<file path="src/rtl/cpu_pkg.sv">
// Shared definitions for the ARM32 front end: PC source selects, decode modes,
// opcode constants and the data-processing ALU map.
package cpu_pkg;

   localparam logic [1:0] SEL_PC_INC    = 2'b00;
   localparam logic [1:0] SEL_PC_START  = 2'b01;
   localparam logic [1:0] SEL_PC_BRANCH = 2'b10;
   localparam logic [1:0] SEL_PC_ALU    = 2'b11;

   localparam logic [1:0] MODE_DP_IMM     = 2'b00;
   localparam logic [1:0] MODE_DP_REG_IMM = 2'b01;
   localparam logic [1:0] MODE_DP_REG_REG = 2'b11;
   localparam logic [1:0] MODE_MEM_LIT    = 2'b00;
   localparam logic [1:0] MODE_MEM_IMM    = 2'b10;
   localparam logic [1:0] MODE_MEM_REG    = 2'b11;

   localparam logic [3:0] ALU_MOV = 4'b0000;
   localparam logic [3:0] ALU_ADD = 4'b1000;
   localparam logic [3:0] ALU_SUB = 4'b1001;
   localparam logic [3:0] ALU_CMP = 4'b1010;
   localparam logic [3:0] ALU_AND = 4'b1100;
   localparam logic [3:0] ALU_ORR = 4'b1101;

   localparam logic [3:0] SUB_LDR_LIT = 4'b0010;
   localparam logic [3:0] SUB_LDR_IMM = 4'b0100;
   localparam logic [3:0] SUB_LDR_REG = 4'b0110;
   localparam logic [3:0] SUB_STR_IMM = 4'b1100;
   localparam logic [3:0] SUB_STR_REG = 4'b1110;

   localparam logic [6:0] OPC_NONE    = 7'b000_0000;
   localparam logic [6:0] OPC_LDR_LIT = {1'b1, MODE_MEM_LIT, SUB_LDR_LIT};
   localparam logic [6:0] OPC_LDR_IMM = {1'b1, MODE_MEM_IMM, SUB_LDR_IMM};
   localparam logic [6:0] OPC_LDR_REG = {1'b1, MODE_MEM_REG, SUB_LDR_REG};
   localparam logic [6:0] OPC_STR_IMM = {1'b1, MODE_MEM_IMM, SUB_STR_IMM};
   localparam logic [6:0] OPC_STR_REG = {1'b1, MODE_MEM_REG, SUB_STR_REG};

   // Returns {supported, internal alu code} for an ARM data-processing opcode.
   function automatic logic [4:0] alu_map(input logic [3:0] dp_op);
      logic [4:0] r;
      case (dp_op)
         4'b0100: r = {1'b1, ALU_ADD};
         4'b0010: r = {1'b1, ALU_SUB};
         4'b1101: r = {1'b1, ALU_MOV};
         4'b1010: r = {1'b1, ALU_CMP};
         4'b0000: r = {1'b1, ALU_AND};
         4'b1100: r = {1'b1, ALU_ORR};
         default: r = 5'b0_0000;
      endcase
      return r;
   endfunction

endpackage

</file>
<file path="src/rtl/instr_decoder.sv">
// Combinational IR -> control fields. Optional macro DECODE_ILLEGAL_TRAP_EN adds
// the illegal flag; unsupported encodings always decode to opcode 0.
module instr_decoder
   import cpu_pkg::*;
(
   input  logic [31:0] instr,
   output logic [6:0]  opcode,
   output logic [3:0]  cond,
   output logic        P,
   output logic        U,
   output logic        W,
   output logic [1:0]  shift_op,
   output logic [4:0]  imm5,
   output logic [11:0] imm12,
   output logic [3:0]  rn,
   output logic [3:0]  rd,
   output logic [3:0]  rs,
   output logic [3:0]  rm,
   output logic        en_status_decode
`ifdef DECODE_ILLEGAL_TRAP_EN
   ,output logic       illegal
`endif
);

   logic [4:0] alu_m;
   logic [1:0] mode;
   logic [3:0] sub;
   logic       unsupported;

   assign cond     = instr[31:28];
   assign shift_op = instr[6:5];
   assign imm5     = instr[11:7];
   assign imm12    = instr[11:0];
   assign rn       = instr[19:16];
   assign rd       = instr[15:12];
   assign rs       = instr[11:8];
   assign rm       = instr[3:0];
   assign alu_m    = alu_map(instr[24:21]);

   always_comb begin
      opcode           = OPC_NONE;
      P                = 1'b0;
      U                = 1'b0;
      W                = 1'b0;
      en_status_decode = 1'b0;
      mode             = 2'b00;
      sub              = 4'b0000;
      unsupported      = 1'b1;
      case (instr[27:26])
         2'b00: begin
            en_status_decode = instr[20];
            if (instr[25])     mode = MODE_DP_IMM;
            else if (instr[4]) mode = MODE_DP_REG_REG;
            else               mode = MODE_DP_REG_IMM;
            unsupported = ~alu_m[4];
            if (!unsupported) opcode = {1'b0, mode, alu_m[3:0]};
         end
         2'b01: begin
            P = instr[24];
            U = instr[23];
            W = instr[21];
            // Byte transfers and PC-relative stores have no internal opcode.
            if (!instr[22]) begin
               unsupported = 1'b0;
               if (instr[25]) begin
                  mode = MODE_MEM_REG;
                  sub  = instr[20] ? SUB_LDR_REG : SUB_STR_REG;
               end else if (instr[19:16] != 4'hF) begin
                  mode = MODE_MEM_IMM;
                  sub  = instr[20] ? SUB_LDR_IMM : SUB_STR_IMM;
               end else begin
                  mode        = MODE_MEM_LIT;
                  sub         = SUB_LDR_LIT;
                  unsupported = ~instr[20];
               end
            end
            if (!unsupported) opcode = {1'b1, mode, sub};
         end
         default: unsupported = 1'b1;
      endcase
   end

`ifdef DECODE_ILLEGAL_TRAP_EN
   assign illegal = unsupported;
`endif

endmodule

</file>
<file path="src/rtl/instr_fetch_decode.sv">
// Fetch/decode front end: PC, fetch latency tracking, IR latch and registered decode.
// Optional macro DECODE_ILLEGAL_TRAP_EN adds the registered illegal output.
module instr_fetch_decode
   import cpu_pkg::*;
#(
   parameter int          ADDR_W    = 8,
   parameter logic [31:0] START_PC  = 32'h0000_0000,
   parameter int          FETCH_LAT = 2
) (
   input  logic              clk,
   input  logic              rst,
   input  logic              load_pc,
   input  logic [1:0]        sel_pc,
   input  logic [31:0]       branch_target,
   input  logic [31:0]       alu_result,
   input  logic              load_ir,
   input  logic [31:0]       ram_rdata,
   output logic [ADDR_W-1:0] ram_addr,
   output logic [31:0]       pc,
   output logic              instr_ready,
   output logic              dec_valid,
   output logic [6:0]        opcode,
   output logic [3:0]        cond,
   output logic              P,
   output logic              U,
   output logic              W,
   output logic [1:0]        shift_op,
   output logic [4:0]        imm5,
   output logic [11:0]       imm12,
   output logic [3:0]        rn,
   output logic [3:0]        rd,
   output logic [3:0]        rs,
   output logic [3:0]        rm,
   output logic              en_status_decode,
   output logic              fetch_err
`ifdef DECODE_ILLEGAL_TRAP_EN
   ,output logic             illegal
`endif
);

   localparam int             LAT_W   = $clog2(FETCH_LAT + 1);
   localparam logic [LAT_W-1:0] LAT_MAX = LAT_W'(FETCH_LAT);

   logic [LAT_W-1:0] lat_cnt;
   logic [31:0]      ir;
   logic [31:0]      pc_next;
   logic             dec_pend;

   logic [6:0]  d_opcode;
   logic [3:0]  d_cond, d_rn, d_rd, d_rs, d_rm;
   logic        d_p, d_u, d_w, d_s;
   logic [1:0]  d_shift;
   logic [4:0]  d_imm5;
   logic [11:0] d_imm12;
`ifdef DECODE_ILLEGAL_TRAP_EN
   logic        d_illegal;
`endif

   assign ram_addr    = pc[ADDR_W+1:2];
   assign instr_ready = (lat_cnt == LAT_MAX);

   always_comb begin
      pc_next = pc + 32'd4;
      case (sel_pc)
         SEL_PC_START:  pc_next = START_PC;
         SEL_PC_BRANCH: pc_next = branch_target;
         SEL_PC_ALU:    pc_next = alu_result;
         default:       pc_next = pc + 32'd4;
      endcase
   end

   instr_decoder u_dec (
      .instr            (ir),
      .opcode           (d_opcode),
      .cond             (d_cond),
      .P                (d_p),
      .U                (d_u),
      .W                (d_w),
      .shift_op         (d_shift),
      .imm5             (d_imm5),
      .imm12            (d_imm12),
      .rn               (d_rn),
      .rd               (d_rd),
      .rs               (d_rs),
      .rm               (d_rm),
      .en_status_decode (d_s)
`ifdef DECODE_ILLEGAL_TRAP_EN
      ,.illegal         (d_illegal)
`endif
   );

   always_ff @(posedge clk) begin
      if (rst) begin
         pc               <= 32'd0;
         lat_cnt          <= '0;
         ir               <= 32'd0;
         dec_pend         <= 1'b0;
         dec_valid        <= 1'b0;
         fetch_err        <= 1'b0;
         opcode           <= 7'd0;
         cond             <= 4'd0;
         P                <= 1'b0;
         U                <= 1'b0;
         W                <= 1'b0;
         shift_op         <= 2'd0;
         imm5             <= 5'd0;
         imm12            <= 12'd0;
         rn               <= 4'd0;
         rd               <= 4'd0;
         rs               <= 4'd0;
         rm               <= 4'd0;
         en_status_decode <= 1'b0;
`ifdef DECODE_ILLEGAL_TRAP_EN
         illegal          <= 1'b0;
`endif
      end else begin
         if (load_pc) begin
            pc      <= pc_next;
            lat_cnt <= '0;
         end else if (lat_cnt < LAT_MAX) begin
            lat_cnt <= lat_cnt + LAT_W'(1);
         end
         // An early load_ir still latches whatever the RAM presents.
         if (load_ir) begin
            ir <= ram_rdata;
            if (!instr_ready) fetch_err <= 1'b1;
         end
         dec_pend <= load_ir;
         if (dec_pend) begin
            dec_valid        <= 1'b1;
            opcode           <= d_opcode;
            cond             <= d_cond;
            P                <= d_p;
            U                <= d_u;
            W                <= d_w;
            shift_op         <= d_shift;
            imm5             <= d_imm5;
            imm12            <= d_imm12;
            rn               <= d_rn;
            rd               <= d_rd;
            rs               <= d_rs;
            rm               <= d_rm;
            en_status_decode <= d_s;
`ifdef DECODE_ILLEGAL_TRAP_EN
            illegal          <= d_illegal;
`endif
         end else if (load_pc || load_ir) begin
            dec_valid <= 1'b0;
`ifdef DECODE_ILLEGAL_TRAP_EN
            illegal   <= 1'b0;
`endif
         end
      end
   end

endmodule

</file>
<file path="config.mk">
export PLATFORM = sky130hd
export DESIGN_NAME = instr_fetch_decode
export DESIGN_NICKNAME = d
export VERILOG_FILES = /design/src/rtl/cpu_pkg.sv /design/src/rtl/instr_decoder.sv /design/src/rtl/instr_fetch_decode.sv
export SDC_FILE = /design/constraint.sdc
export NUM_CORES = 1
export LEC_CHECK = 0
export CAP_MARGIN = 20
export CORE_MARGIN = 8
export CORE_UTILIZATION = 40
export DETAILED_ROUTE_END_ITERATION = 6
export HOLD_SLACK_MARGIN = 0.12
export PLACE_DENSITY = 0.83
export SLEW_MARGIN = 20
export SYNTH_ARGS = -nofsm -noshare
export SYNTH_HDL_FRONTEND = slang
export SYNTH_SLANG_ARGS = --single-unit
</file>
<file path="constraint.sdc">
create_clock -name clk -period 1.9 [get_ports clk]
set_input_delay 0.475 -clock clk [delete_from_list [all_inputs] [get_ports clk]]
set_output_delay 0.475 -clock clk [all_outputs]
set_load 0.02 [all_outputs]
</file>
==> results of run 1 <==
cell type report:
type                    count  share of cell area
multi-input cells         420               0.348
repair buffers            273               0.318
flip-flops and latches    104               0.265
clock buffers              10              0.0284
well taps                 172              0.0267
clock inverters             6             0.00776
inverters                  14             0.00652
sequential cells by signal (all words and copies together), names as in the netlist, 2 cells and up:
signal,count
cond,4
imm5,5
pc,32
opcode,7
rd,4
rn,4
imm12,6
ir,32
lat_cnt,2
placed cells by master (no fill, tap or decap), drive strengths merged, types with 3 or more instances in the layout:
cell	count
a211oi	3
a21oi	27
a22o	3
a22oi	8
a311oi	7
a31oi	9
and3	6
buf	82
clkbuf	10
clkdlybuf4s50	151
clkinv	4
dfxtp	104
dlygate4sd2	29
dlymetal6s2s	11
inv	16
mux2	15
mux2i	75
nand2	43
nand2b	6
nand3	20
nand4	6
nor2	91
nor2b	4
nor3	9
nor4	6
o21ai	22
o2bb2ai	3
o31ai	4
o32a	3
o32ai	4
or2	3
or3	3
or4	4
cell families (layout without fill, tap and decap cells):
| logic type | count (synthesis) | count (layout) | synth area share |
|---|---|---|---|
| adder cells (fa/ha/maj) | 2 | 2 | 0.00478 |
| AND/OR/NAND/NOR | 209 | 209 | 0.186 |
| AO/OA/AOI/OAI | 117 | 117 | 0.153 |
| multiplexers | 90 | 90 | 0.176 |
| XOR/XNOR | 2 | 2 | 0.00335 |
| buffers and inverters | 79 | 303 | 0.0782 |
| flip-flops | 104 | 104 | 0.398 |
synth_stat cells, drive strengths merged (4+ instances only):
master  number
o31ai        4
a22oi        8
nand4        6
mux2i       75
o21ai       22
nand2b       6
nand2       43
inv         13
nor4         6
clkbuf      32
mux2        15
and3         6
buf         33
a31oi        9
a311oi       7
dfxtp      104
nor2        91
nor2b        4
or4          4
nand3       20
a21oi       27
o32ai        4
nor3         9
worst register-to-register path, stage by stage, from the launching register on:
cell and delay (ps):
dfxtp_4 350, and4_4 250, nand4_1 160, or4_4 500, or4_4 490, a31oi_1 130
final timing paths:
| check | start | endpoint | slack, ps | depth (start not counted) |
|---|---|---|---|---|
| max | pc[11] | pc[28] | -40 | 5 |
| min | U | U | 470 | 2 |
| max reg2reg | pc[11] | pc[28] | -40 | 5 |
| min reg2reg | U | U | 470 | 2 |
repair_timing:
item,in CTS,in global routing
hold buffers,0,0
hold endpoints to repair,0,0
buffers inserted,0,3
setup endpoints to repair,38,19
pin swaps,4,3
resized for setup,39,13
power by group:
part	internal (mW)	switching (mW)	leakage, nW
Clock	0.926	0.886	0.142
Combinational	0.564	0.502	2.43
Sequential	2.27	0.0917	0.862
Total	3.76	1.48	3.43
per-layer routing:
metal,up-vias,GRT usage,routed length [um]
li1,2576,-,-
met1,2524,0.236,7340
met2,308,0.366,8690
met3,31,0.0828,2240
met4,2,0.0702,327
met5,-,0,13
through the flow:
stage	setup slack, ps	power, mW
floorplan	-87.8	2.93
global placement	-283	3.46
detailed placement	-392	3.50
CTS	-26.5	5.30
global route	-103	5.49
finish	-37.7	5.24
==> flow_summary.toml, run 1 <==
[clocking]
cts.sinks = 104
cts_buffer_depth = 2
cts.clk_slew.worst_paths_ps = 80
cts_tree = "done"
htree_num_levels = 3
cts_inserted_buffers = 9
clk_latency_ps = 340
cts-root-buf = "clkbuf_16"

[critical_path]
start_kind = "register"
cp.arrival_ps = 2200
path_max_fanout = 5
crit_type = "register to register"
slowest_delay_ps = 500
cp.required_ps = 2170
crit_top_cell = "or4_4"
cp_top_family = "simple AND/OR/NAND/NOR gates"
crit_buf_inv = 0
cp_slowest_cell = "or4_4"
worstSetupEndpointType = "register"
cp_cell_sequence = "and4_4, nand4_1, or4_4, or4_4, a31oi_1"

[die]
fp.dieH_um = 130
rows = 41
fp.dieW_um = 130
core_area_mm2 = 0.0127
io_pins = 195
die-area_mm2 = 0.0170
start_util = 0.413

[timing]
hold_viol_final = 0
drv_slew = 0
fin_crit_ps = 1940
fin_setup_tns_ps = -61.3
tightest_slew_ps = 438
fin_hold_ws_ps = 470
setup_viol_count_final = 2
fin_crit_sh = 1.02
max_freq_mhz = 516
fin_skew_ps = 8.07
setup_ws_ps = -37.7
rsz0062_at_grt = "true"
slew_headroom = 0.705

[global_routing]
grt_start_max_net_pins = 47
grt_overflow_total = 0
antenna_found_initial = 1
track_usage = 0.213
grt_pass1_wl_mm = 28.8
grt_pass1_vias = 5693

[power_and_ir_drop]
irDropWorstVdd_mv = 0.457
leakage_nw = 3.43
p_per_area_mw_per_mm2 = 651

[synth]
synth_area_mm2 = 0.00523
synth_flop_cell = "dfxtp_1"
synth-seq-cells = 104
yosysWarningCount = 0
synthCells = 603
synth_edf_count = 0
synth_top_area_share = 0.398
syn-num-nets = 707
avgSynthCellArea_um2 = 8.67
synthTopCellsByArea = "dfxtp_1 (40%), mux2i_1 (14%), nor2_1 (6.5%)"
seq_area_frac_synth = 0.398
synth.distinct_cells = 63
async_flop_share = 0
yosys.area.top_type = "dfxtp_1"

[cells_and_area]
final-seq-area_mm2 = 0.00214
utilization = 0.636
stdcell_area_mm2 = 0.00806
nFillCells = 1057
final_nets = 926
stdcell_count = 999
areaGrowthSynthToFinish_pct = 54.1
multi_input_area_mm2 = 0.00280
antennaDiodeCount = 0
drive_gt1_frac = 0.179

[flow_run]
drv_cap = 0

[routing]
drtIter0Drc = 421
postRouteAntennaNets = 0
via_per_inst = 5.45
drt_wl_total_mm = 18.6
first_pass_iters = 7
remaining_drc_errors = 0
post_drt_wl_per_cell_um = 18.6
vias = 5441

[placed_design]
gp_congestion = 0.894
placed_cell_area_mm2 = 0.00771
dpl.hpwl_mm = 14.4
place_inst = 981
io_buffers = 194

[status]
status = "finished with violations"
violations = "negative setup slack"

[worst_hold_path]
min_path_type = "register to register"
Note: power is estimated with default switching activity, not from simulation.
==> run 2, diff against run 1 <==
- CTS_BUF_LIST: not set -> sky130_fd_sc_hd__clkbuf_4 sky130_fd_sc_hd__clkbuf_8 sky130_fd_sc_hd__clkbuf_16
==> run 2 against run 1 <==
Effect of this change:
- the run still ends with negative setup slack left
- wire length is 0.16% higher
- clock skew hardly changed
- global-route usage stayed put
- hold slack hardly changed
- largest power group unchanged
==> flow_summary.toml, run 2 (same netlist as run 1, synthesis figures left out) <==
[placed_design]
gp_congestion = 0.894
dpl.hpwl_mm = 14.4
io_buffers = 194

[cells_and_area]
areaGrowthSynthToFinish_pct = 54.2
drive_gt1_frac = 0.180
multi_input_area_mm2 = 0.00280
antennaDiodeCount = 0
final_cell_mix = "clkdlybuf4s50_1 (151), nor2_1 (91), dfxtp_1 (87)"
utilization = 0.636
top_regs = "ir x32, pc x32, opcode x7"
nFillCells = 1055
final_nets = 926
final-seq-area_mm2 = 0.00214
final_common_cell = "clkdlybuf4s50_1"

[worst_hold_path]
min_path_type = "register to register"

[global_routing]
grt_pass1_vias = 5693
antenna_found_initial = 1
grt_overflow_total = 0
track_usage = 0.213
grt_pass1_wl_mm = 28.8
grt_start_max_net_pins = 47

[critical_path]
cp.arrival_ps = 2200
crit_type = "register to register"
cp.required_ps = 2160
path_max_fanout = 5
start_kind = "register"
worstSetupEndpointType = "register"

[timing]
fin_crit_ps = 1940
tightest_slew_ps = 432
setup_viol_count_final = 2
drv_slew = 0
rsz0062_at_grt = "true"
setup_ws_ps = -39.3
slew_headroom = 0.710
fin_hold_ws_ps = 470
fin_crit_sh = 1.02
fin_skew_ps = 8.11
hold_viol_final = 0
max_freq_mhz = 516

[power_and_ir_drop]
pwr-share-seq = 0.450
irDropWorstVdd_mv = 0.456
p_per_area_mw_per_mm2 = 652
leakage_nw = 3.44
p_int_mw = 3.78
p_total_mw = 5.26
pwr-share-comb = 0.203
p_sw_mw = 1.48
sw_frac_of_total = 0.281
clkPwrFrac = 0.347

[routing]
postRouteAntennaNets = 0
via_per_inst = 5.47
drt_wl_total_mm = 18.6
vias = 5461
first_pass_iters = 6
drtIter0Drc = 421
post_drt_wl_per_cell_um = 18.7
remaining_drc_errors = 0

[die]
io_pins = 195
start_util = 0.413
fp.dieH_um = 130
fp.dieW_um = 130
core_area_mm2 = 0.0127
rows = 41
die-area_mm2 = 0.0170

[clocking]
cts.sinks = 104
cts-root-buf = "clkbuf_16"
clk_latency_ps = 340
cts_inserted_buffers = 9
holdBufCountCts = 0
cts_tree = "done"
cts.clk_slew.worst_paths_ps = 80
htree_num_levels = 3
cts_buffer_depth = 2

[status]
status = "finished with violations"
violations = "negative setup slack"

[flow_run]
drv_cap = 0
[run 2: cell counts in the layout (fill, tap and decap cells not counted)]
Identical to the previous run, type by type.
[run 2: per-layer routing]
| metal | global-route usage | vias up | part of all wire |
|---|---|---|---|
| met5 | 0 | - | 0.00070 |
| li1 | - | 2574 | - |
| met2 | 0.366 | 307 | 0.47 |
| met1 | 0.236 | 2549 | 0.40 |
| met4 | 0.0702 | 2 | 0.017 |
| met3 | 0.0828 | 29 | 0.12 |
[run 2: power by group through the flow]
stage | combinational, mW | clock, mW | sequential (mW)
floorplan | 0.455 | 0 | 2.47
global route | 1.15 | 1.97 | 2.38
finish | 1.07 | 1.82 | 2.37
CTS | 1.07 | 1.88 | 2.36
global placement | 1.06 | 0 | 2.41
detailed placement | 1.08 | 0 | 2.41
[run 2: path summary, 6_finish.rpt]
| path | from | end | slack [ps] | cells after the start |
|---|---|---|---|---|
| setup / recovery | pc[11] | pc[28] | -40 | 5 |
| hold / removal | U | U | 470 | 2 |
| setup reg to reg | pc[11] | pc[28] | -40 | 5 |
| hold reg to reg | U | U | 470 | 2 |
[run 2: through the flow]
| step | cell area (um^2) | worst slack [ps] | instances | setup TNS (ps) |
|---|---|---|---|---|
| floorplan | 5300 | -87.8 | 603 | -108 |
| global placement | 7710 | -283 | 981 | -4340 |
| detailed placement | 7710 | -392 | 981 | -6830 |
| CTS | 8010 | -26.5 | 997 | -26.5 |
| global route | 8060 | -103 | 999 | -170 |
| finish | 8060 | -39.3 | 999 | -66.2 |
[run 2: what timing repair did]
item / in CTS / in global routing
gates resized for setup: 39 / 13
setup endpoints to repair: 38 / 19
setup buffers: 0 / 3
cloned: 0 / 0
endpoints found under the hold margin: 0 / 0
pin swaps: 4 / 3
[run 2: layout make-up]
cell class              instances  area share
clock buffers                  10      0.0289
flip-flops and latches        104       0.265
inverters                      14     0.00652
well taps                     172      0.0267
repair buffers                273       0.318
multi-input cells             420       0.347
clock inverters                 6     0.00776
[run 2: critical path, stage by stage (launching register included)]
cell and delay (ps):
dfxtp_4 350, and4_4 250, nand4_1 160, or4_4 500
or4_4 490, a31oi_1 130
==> run 3, diff against run 2 <==
- CTS_CLUSTER_DIAMETER: not set -> 60
- CTS_CLUSTER_SIZE: not set -> 14
- SKIP_CTS_REPAIR_TIMING: not set -> 1
==> run 3 against run 2 <==
Effect of this change:
- the flow still finishes with violations (negative setup slack)
- sequential share of layout area is 0.35 points lower
- sequential power hardly changed
- clock power hardly changed
- critical path depth stayed put
- largest power group unchanged
- first-iteration DRC count is 21% higher
- fmax is 0.31% higher
- via count is 0.15% lower
- critical endpoint unchanged
- cell count is 0.10% lower
- wire length is 0.85% higher
==> flow_summary.toml, run 3 (same netlist as run 1, synthesis figures left out) <==
[status]
status = "finished with violations"
violations = "negative setup slack"

[critical_path]
cp_slowest_cell = "or4_4"
path_max_fanout = 5
crit_type = "register to register"
crit_buf_inv = 0
cp.arrival_ps = 2200
start_kind = "register"
cp_cell_sequence = "and4_4, nand4_1, or4_4, or4_4, a31oi_1"
cp_top_family = "simple AND/OR/NAND/NOR gates"
worstSetupEndpointType = "register"
cp.required_ps = 2170
crit_top_cell = "or4_4"
slowest_delay_ps = 490

[routing]
via_per_inst = 5.46
drt_wl_total_mm = 18.8
vias = 5453
postRouteAntennaNets = 0
drtIter0Drc = 511
first_pass_iters = 5
remaining_drc_errors = 0
post_drt_wl_per_cell_um = 18.8

[die]
core_area_mm2 = 0.0127
fp.dieW_um = 130
start_util = 0.413
rows = 41
io_pins = 195
die-area_mm2 = 0.0170
fp.dieH_um = 130

[power_and_ir_drop]
p_int_mw = 3.79
pwr-share-comb = 0.205
p_per_area_mw_per_mm2 = 646
clkPwrFrac = 0.347
pwr-share-seq = 0.448
irDropWorstVdd_mv = 0.458
sw_frac_of_total = 0.282
leakage_nw = 3.81
p_sw_mw = 1.49

[clocking]
cts.clk_slew.worst_paths_ps = 80
cts-root-buf = "clkbuf_16"
cts_tree = "done"
cts.sinks = 104
htree_num_levels = 3
cts_inserted_buffers = 9
cts_buffer_depth = 2
clk_latency_ps = 340

[cells_and_area]
final-seq-area_mm2 = 0.00214
top_regs = "ir x32, pc x32, opcode x7"
areaGrowthSynthToFinish_pct = 56.3
final_nets = 925
drive_gt1_frac = 0.179
stdcell_area_mm2 = 0.00817
final_common_cell = "clkdlybuf4s50_1"
multi_input_area_mm2 = 0.00280
nFillCells = 1034
antennaDiodeCount = 0
final_cell_mix = "clkdlybuf4s50_1 (151), nor2_1 (91), dfxtp_1 (87)"
utilization = 0.645

[timing]
rsz0062_at_grt = "true"
tightest_slew_ps = 443
fin_setup_tns_ps = -55.7
fin_crit_ps = 1930
hold_viol_final = 0
fin_crit_sh = 1.02
setup_viol_count_final = 3
slew_headroom = 0.703
max_freq_mhz = 517
drv_slew = 0
setup_ws_ps = -33.4
fin_skew_ps = 7.84

[global_routing]
grt_overflow_total = 0
track_usage = 0.213
grt_start_max_net_pins = 47
grt_pass1_vias = 5682
antenna_found_initial = 1
grt_pass1_wl_mm = 28.8

[worst_hold_path]
min_path_type = "register to register"

[placed_design]
io_buffers = 194
gp_congestion = 0.894
dpl.hpwl_mm = 14.4
placed_cell_area_mm2 = 0.00771

[flow_run]
drv_cap = 0
[run 3: changes by cell type in the layout (fill, tap and decap cells not counted), moves of 3 or more]
cell | previous run | this run
dlymetal6s2s_1 | 11 | 40
buf_4 | 76 | 72
buf_6 | 0 | 3
dlygate4sd2_1 | 29 | 0
[run 3: tightest hold or removal path, stage by stage, from the launching register on]
cell and delay (ps):
dfxtp_1 310, nand2b_1 60, a21oi_1 50
[run 3: path summary, 6_finish.rpt]
kind               start     end  slack [ps]  cells after the start
setup reg to reg  pc[11]  pc[28]         -30                      5
hold / removal         U       U         470                      2
hold reg to reg        U       U         470                      2
setup / recovery  pc[11]  pc[28]         -30                      5
[run 3: power groups by stage]
stage	clock network, mW	registers [mW]	logic, mW
after global placement	0	2.41	1.06
after detailed placement	0	2.41	1.08
after floorplan	0	2.47	0.455
after global routing	1.97	2.38	1.16
after CTS	1.88	2.36	1.09
final	1.83	2.37	1.08
[run 3: final cells by class]
class,count,area share
Clock buffer,10,0.0285
Clock inverter,6,0.00765
Inverter,14,0.00643
Multi-Input combinational cell,420,0.342
Sequential cell,104,0.261
Tap cell,172,0.0263
Timing Repair Buffer,272,0.327
[run 3: through the flow]
step | instances | setup WS [ps] | hold WS, ps | power, mW
detailed placement | 981 | -392 | 464 | 3.50
floorplan | 603 | -87.8 | 460 | 2.93
global route | 998 | -112 | 493 | 5.52
global placement | 981 | -283 | 457 | 3.46
CTS | 997 | -214 | 475 | 5.34
finish | 998 | -33.4 | 470 | 5.28
[run 3: per-layer routing]
metal	vias up	wire length [um]	global-route usage
li1	2577	-	-
met1	2546	7580	0.235
met2	289	8740	0.366
met3	39	2080	0.0832
met4	2	374	0.0722
met5	-	13	0
